`src/rtl/basys_mem_sequencer.sv`:
```
// basys_mem_sequencer: record/playback controller for the Basys dual-port block RAM.
// Record presses write SW into port A at an auto-incrementing address; playback
// steps port B through the stored words once every TICK_DIV cycles onto LED.
// Optional build macro: MEM_SEQ_ONESHOT_EN -- playback stops after the last
// stored word lands on LED instead of looping.
module basys_mem_sequencer #(
    parameter int unsigned ADDR_W   = 10,
    parameter int unsigned DATA_W   = 16,
    parameter int unsigned TICK_DIV = 50_000_000
) (
    input  logic              CLK,
    input  logic              RST,
    input  logic [DATA_W-1:0] SW,
    input  logic [4:0]        BTN,
    output logic [DATA_W-1:0] LED,
    output logic [ADDR_W-1:0] mem_addra,
    output logic [DATA_W-1:0] mem_dina,
    output logic              mem_ena,
    output logic              mem_wea,
    output logic [ADDR_W-1:0] mem_addrb,
    output logic              mem_enb,
    input  logic [DATA_W-1:0] mem_doutb,
    output logic              busy,
    output logic              full
);

    localparam int unsigned DEPTH  = 1 << ADDR_W;
    localparam int unsigned CNT_W  = ADDR_W + 1;
    localparam int unsigned TICK_W = (TICK_DIV > 1) ? $clog2(TICK_DIV) : 1;

    localparam logic [CNT_W-1:0]  DEPTH_C   = CNT_W'(DEPTH);
    localparam logic [TICK_W-1:0] TICK_LAST = TICK_W'(TICK_DIV - 1);

    typedef enum logic {
        IDLE = 1'b0,
        PLAY = 1'b1
    } state_t;

    // Button synchronizers and edge detection (bit 0 record, 1 play, 2 clear)
    logic [2:0] sync0;
    logic [2:0] sync1;
    logic [2:0] sync2;
    logic [2:0] ev;
    logic       unused_btn;

    logic ev_rec;
    logic ev_play;
    logic ev_clr;

    // Controller state
    state_t              state;
    state_t              state_nx;
    logic [CNT_W-1:0]    count;
    logic [CNT_W-1:0]    count_nx;
    logic [CNT_W-1:0]    count_last;
    logic [ADDR_W-1:0]   rd_ptr;
    logic [ADDR_W-1:0]   rd_ptr_nx;
    logic [TICK_W-1:0]   tick;
    logic [TICK_W-1:0]   tick_nx;
    logic                rd_valid;
    logic                rd_valid_nx;

    // Next values of the registered outputs
    logic [DATA_W-1:0]   led_nx;
    logic [ADDR_W-1:0]   addra_nx;
    logic [DATA_W-1:0]   dina_nx;
    logic                wr_nx;
    logic [ADDR_W-1:0]   addrb_nx;
    logic                enb_nx;

    // Read-issue request and the address it uses
    logic                issue;
    logic [ADDR_W-1:0]   issue_ptr;

    assign unused_btn = ^BTN[4:3];

    assign ev_rec  = ev[0];
    assign ev_play = ev[1];
    assign ev_clr  = ev[2];

    assign busy       = (state == PLAY);
    assign full       = (count == DEPTH_C);
    assign count_last = count - CNT_W'(1);

    // Two-flop synchronizer plus registered rising-edge pulse per button
    always_ff @(posedge CLK) begin
        if (RST) begin
            sync0 <= '0;
            sync1 <= '0;
            sync2 <= '0;
            ev    <= '0;
        end else begin
            sync0 <= BTN[2:0];
            sync1 <= sync0;
            sync2 <= sync1;
            ev    <= sync1 & ~sync2;
        end
    end

    // Next-state and output logic: clear beats play toggle beats record
    always_comb begin
        state_nx    = state;
        count_nx    = count;
        rd_ptr_nx   = rd_ptr;
        tick_nx     = tick;
        led_nx      = LED;
        addra_nx    = mem_addra;
        dina_nx     = mem_dina;
        wr_nx       = 1'b0;
        addrb_nx    = mem_addrb;
        enb_nx      = 1'b0;
        rd_valid_nx = mem_enb && !ev_clr;
        issue       = 1'b0;
        issue_ptr   = rd_ptr;

        // Count tracks completed writes, so full rises after the strobe cycle
        if (mem_wea) begin
            count_nx = count + CNT_W'(1);
        end

        // A read issued last cycle lands on LED regardless of state
        if (rd_valid) begin
            led_nx = mem_doutb;
        end

        if (ev_clr) begin
            state_nx  = IDLE;
            count_nx  = '0;
            rd_ptr_nx = '0;
            tick_nx   = '0;
            led_nx    = '0;
        end else begin
            case (state)
                IDLE: begin
                    if (ev_play) begin
                        if (count != '0) begin
                            state_nx  = PLAY;
                            tick_nx   = '0;
                            issue     = 1'b1;
                            issue_ptr = '0;
                        end
                    end else if (ev_rec && !full) begin
                        wr_nx    = 1'b1;
                        addra_nx = count[ADDR_W-1:0];
                        dina_nx  = SW;
                        led_nx   = SW;
                    end
                end
                PLAY: begin
                    if (ev_play) begin
                        state_nx = IDLE;
                    end else begin
                        tick_nx = (tick == TICK_LAST) ? '0 : tick + TICK_W'(1);
                        issue   = (tick == TICK_LAST);
`ifdef MEM_SEQ_ONESHOT_EN
                        // Last stored word is landing now: stop and keep it shown
                        if (rd_valid && ({1'b0, mem_addrb} == count_last)) begin
                            state_nx = IDLE;
                            issue    = 1'b0;
                        end
`endif
                    end
                end
                default: begin
                    state_nx = IDLE;
                end
            endcase
        end

        // Launch a port-B read and advance the pointer, wrapping after count-1
        if (issue) begin
            enb_nx    = 1'b1;
            addrb_nx  = issue_ptr;
            rd_ptr_nx = ({1'b0, issue_ptr} == count_last) ? '0 : issue_ptr + ADDR_W'(1);
        end
    end

    // State and registered-output update
    always_ff @(posedge CLK) begin
        if (RST) begin
            state     <= IDLE;
            count     <= '0;
            rd_ptr    <= '0;
            tick      <= '0;
            rd_valid  <= 1'b0;
            LED       <= '0;
            mem_addra <= '0;
            mem_dina  <= '0;
            mem_ena   <= 1'b0;
            mem_wea   <= 1'b0;
            mem_addrb <= '0;
            mem_enb   <= 1'b0;
        end else begin
            state     <= state_nx;
            count     <= count_nx;
            rd_ptr    <= rd_ptr_nx;
            tick      <= tick_nx;
            rd_valid  <= rd_valid_nx;
            LED       <= led_nx;
            mem_addra <= addra_nx;
            mem_dina  <= dina_nx;
            mem_ena   <= wr_nx;
            mem_wea   <= wr_nx;
            mem_addrb <= addrb_nx;
            mem_enb   <= enb_nx;
        end
    end

endmodule

```
`config.mk`:
```
export PLATFORM = sky130hd
export DESIGN_NAME = basys_mem_sequencer
export DESIGN_NICKNAME = d
export VERILOG_FILES = /design/src/rtl/basys_mem_sequencer.sv
export SDC_FILE = /design/constraint.sdc
export NUM_CORES = 1
export LEC_CHECK = 0
export ABC_AREA = 0
export BUFFER_PORTS_ARGS = -buffer_cell sky130_fd_sc_hd__buf_2
export CAP_MARGIN = 20
export CORE_MARGIN = 5
export CORE_UTILIZATION = 30
export CTS_CLUSTER_SIZE = 40
export DETAILED_ROUTE_END_ITERATION = 16
export SLEW_MARGIN = 40
export SYNTH_ARGS = -nofsm -noshare
export SYNTH_HDL_FRONTEND = slang
export SYNTH_SLANG_ARGS = --single-unit
```
`constraint.sdc`:
```
create_clock -name CLK -period 2.85 [get_ports CLK]
set_input_delay 0.1425 -clock CLK [delete_from_list [all_inputs] [get_ports CLK]]
set_output_delay 0.1425 -clock CLK [all_outputs]
set_load 0.02 [all_outputs]
```
==> qor.yml <==
die_w_um: 143
path_clk_slew_ns: 0.05
nets: 797
fmax_mhz: 379
worstSetupEndpointType: "flop"
ioPinCount: 96
power_frac_comb_pct: 4.2
synth_top_family_by_area: "simple AND/OR/NAND/NOR gates"
via_per_inst: 4.97
vias: 4928
p_leak_nw: 2.63
worstPathMaxFanout: 5
synthAdderAreaFrac_pct: 1.18
grt_max_degree: 48
cts_setup_buffers: 0
start_util_pct: 30.6
die_h_um: 143
cts_hold_buf: 19
setup_viol: 0
grt_pass1_vias: 4656
cts_tree: "built"
antennaDiodeCount: 0
max-vdd-ir-drop_mv: 0.406
drc: 0
die_area_mm2: 0.0205
synth_cell_types: 66
arrival_ns: 2.93
slowest_delay_ns: 0.59
gp_congestion: 0.843
row_count: 48
clkPwrFrac_pct: 55.8
synthMuxAreaShare_pct: 3.60
wl_met2_mm: 6.62
holdCritPathClass: "in -> reg"
num-fill-cells: 1789
power.density_mw_per_mm2: 598
ys_async_sr_fraction_pct: 0
crit_top_cell: "nand3_1"
wl_per_cell_um: 14.4
cap_violations: 0
core_mm2: 0.0174
dp_hpwl_mm: 9.52
slowest_stage: "or4_4"
met1Wirelength_mm: 6.53
crit_type: "reg -> reg"
grt_pass1_wl_mm: 23.1
timing.final.crit_share_pct: 92.6
fin_setup_tns_ns: 0
synth-simple-area-share_pct: 26.1
dr.first_iter.drc_count: 325
clock_path_buffers: 2
grt.total_usage_pct: 14.0
ctsResizeCount: 0
power_switching_mw: 0.878
relSlewSlack_pct: 50.3
p_int_mw: 3.21
seqPwrFrac_pct: 40.1
io_buffer_count: 93
cts_buffers: 17
drt.antenna.violating_nets: 0
area_delta_synth_final_pct: 28.5
wl_mm: 14.3
cp.required_ns: 3.14
layout_common_cells: "115 x dfxtp_1, 94 x nand2_1, 93 x buf_2, 79 x nor2_1, 50 x a21oi_1"
min_period_ns: 2.64
synth_edf_count: 0
start_kind: "flop"
cts_max_level: 4
syn_nets: 692
synthFlopType: "dfxtp_1"
yosys_warnings: 0
maxUsedRoutingLayer: "met4"
crit_family: "simple AND/OR/NAND/NOR gates"
worstMarginPinSlew_ns: 0.743
fin_worst_skew_ns: 0.00753
status: "finished clean"
worstPathCellList: "or4_4, o31ai_4, nand2_1, inv_1, ha_1, nand3_1, nor2_1, nand3_1, xnor2_1, nand3_1, o21ai_1"
syn_area_mm2: 0.00532
layout_commonest_cell: "dfxtp_1"
hold_viol_final: 0
cts_sinks: 115
synth_xor_area_share_pct: 4.78
pre_cts_ws_ns: 0.276
grt_overflow_total: 0
p_sw_share_pct: 21.5
drtPass1Iterations: 5
crit_buf_inv: 1
cts-root-buf: "clkbuf_16"
ys_seq_elements: 115
synth_compound_area_share_pct: 16.0
syn_inst: 648
synth-seq-area-share_pct: 43.3
wl_met3_um: 895
setup_slack_ns: 0.210
postSynthAreaPerCell_um2: 8.21
drive_above_1_share_pct: 21.3
clk_latency_ns: 0.41
drv_slew: 0
rsz0062_at_grt: "no"
antenna_found_initial: 0
-- layer usage --
layer	global-route usage [%]	vias up
met1	17.7	2306
met2	23.4	136
met4	4.30	0
met5	0	-
li1	-	2463
met3	3.65	23
-- through the flow --
stage | instances | power, mW | hold WS (ns) | utilization [%] | cell area (µm²)
6_report | 991 | 4.09 | 0.0334 | 39.4 | 6830
3_5_place_dp | 940 | 1.82 | 0.362 | 34.6 | 6010
3_3_place_gp | 940 | 1.82 | 0.371 | 34.6 | 6000
5_1_grt | 991 | 4.23 | 0.0375 | 39.4 | 6830
2_1_floorplan | 648 | 1.76 | 0.271 | - | 5320
4_1_cts | 991 | 4.14 | 0.0183 | 39.4 | 6830
-- kinds of logic (layout without fill, tap and decap cells) --
logic type / Yosys count / after routing
adder cells (fa/ha/maj): 5 / 5
XOR/XNOR: 29 / 29
buffers and inverters: 59 / 177
flip-flops: 115 / 115
AND/OR/NAND/NOR: 291 / 291
multiplexers: 19 / 19
AO/OA/AOI/OAI: 130 / 130
-- registers in the layout (all words and copies together), names as in the netlist, 3 cells and up --
register	count
sync0	3
count	11
ev	3
rd_ptr	10
sync2	3
sync1	3
mem_addrb	10
tick	26
mem_dina	16
mem_addra	10
LED	16
-- final timing paths --
| kind | startpoint | end | slack [ns] | cells after the start |
|---|---|---|---|---|
| worst max-delay path | count[2] | rd_ptr[8] | 0.21 | 11 |
| worst min-delay path | RST | mem_enb | 0.03 | 3 |
| worst max register to register | count[2] | rd_ptr[8] | 0.21 | 11 |
| worst min register to register | sync2[2] | ev[2] | 0.38 | 1 |
-- Yosys cell counts (7+ instances only) --
master	instances	area share, %
dfxtp_1	115	43
nand2_1	94	6.6
nor2_1	79	5.6
a21oi_1	50	4.7
nand3_1	29	2.7
clkbuf_1	25	1.8
a211oi_1	19	2.7
mux2i_1	18	3.4
xor2_1	18	3.0
nor3_1	15	1.4
buf_2	13	1.2
nor2b_1	13	1.5
inv_1	12	0.85
xnor2_1	11	1.8
nand4_1	10	1.2
o21ai_1	9	0.85
o21ai_0	8	0.75
a31oi_1	7	0.82
-- power groups by stage --
| stage | Sequential [mW] | Combinational (mW) | Clock (mW) |
|---|---|---|---|
| 2_1_floorplan | 1.69 | 0.0713 | 0 |
| 3_3_place_gp | 1.67 | 0.150 | 0 |
| 3_5_place_dp | 1.67 | 0.150 | 0 |
| 4_1_cts | 1.64 | 0.171 | 2.33 |
| 5_1_grt | 1.64 | 0.186 | 2.41 |
| 6_report | 1.64 | 0.170 | 2.28 |
-- tightest hold or removal path, delay by kind of cell --
kind,cells,cell delay (ns)
buffers and inverters,1,0.09
and+or+nand+nor,2,0.15
-- area by class of cell --
cell class / count / area [µm²] / share of cell area [%]
well taps: 225 / 282 / 4.12
repair buffers: 133 / 813 / 11.9
clock inverters: 12 / 179 / 2.62
multi-input cells: 474 / 2760 / 40.3
clock buffers: 20 / 457 / 6.68
flip-flops and latches: 115 / 2300 / 33.7
inverters: 12 / 45.0 / 0.659
Power figures use the tool's default switching activity.
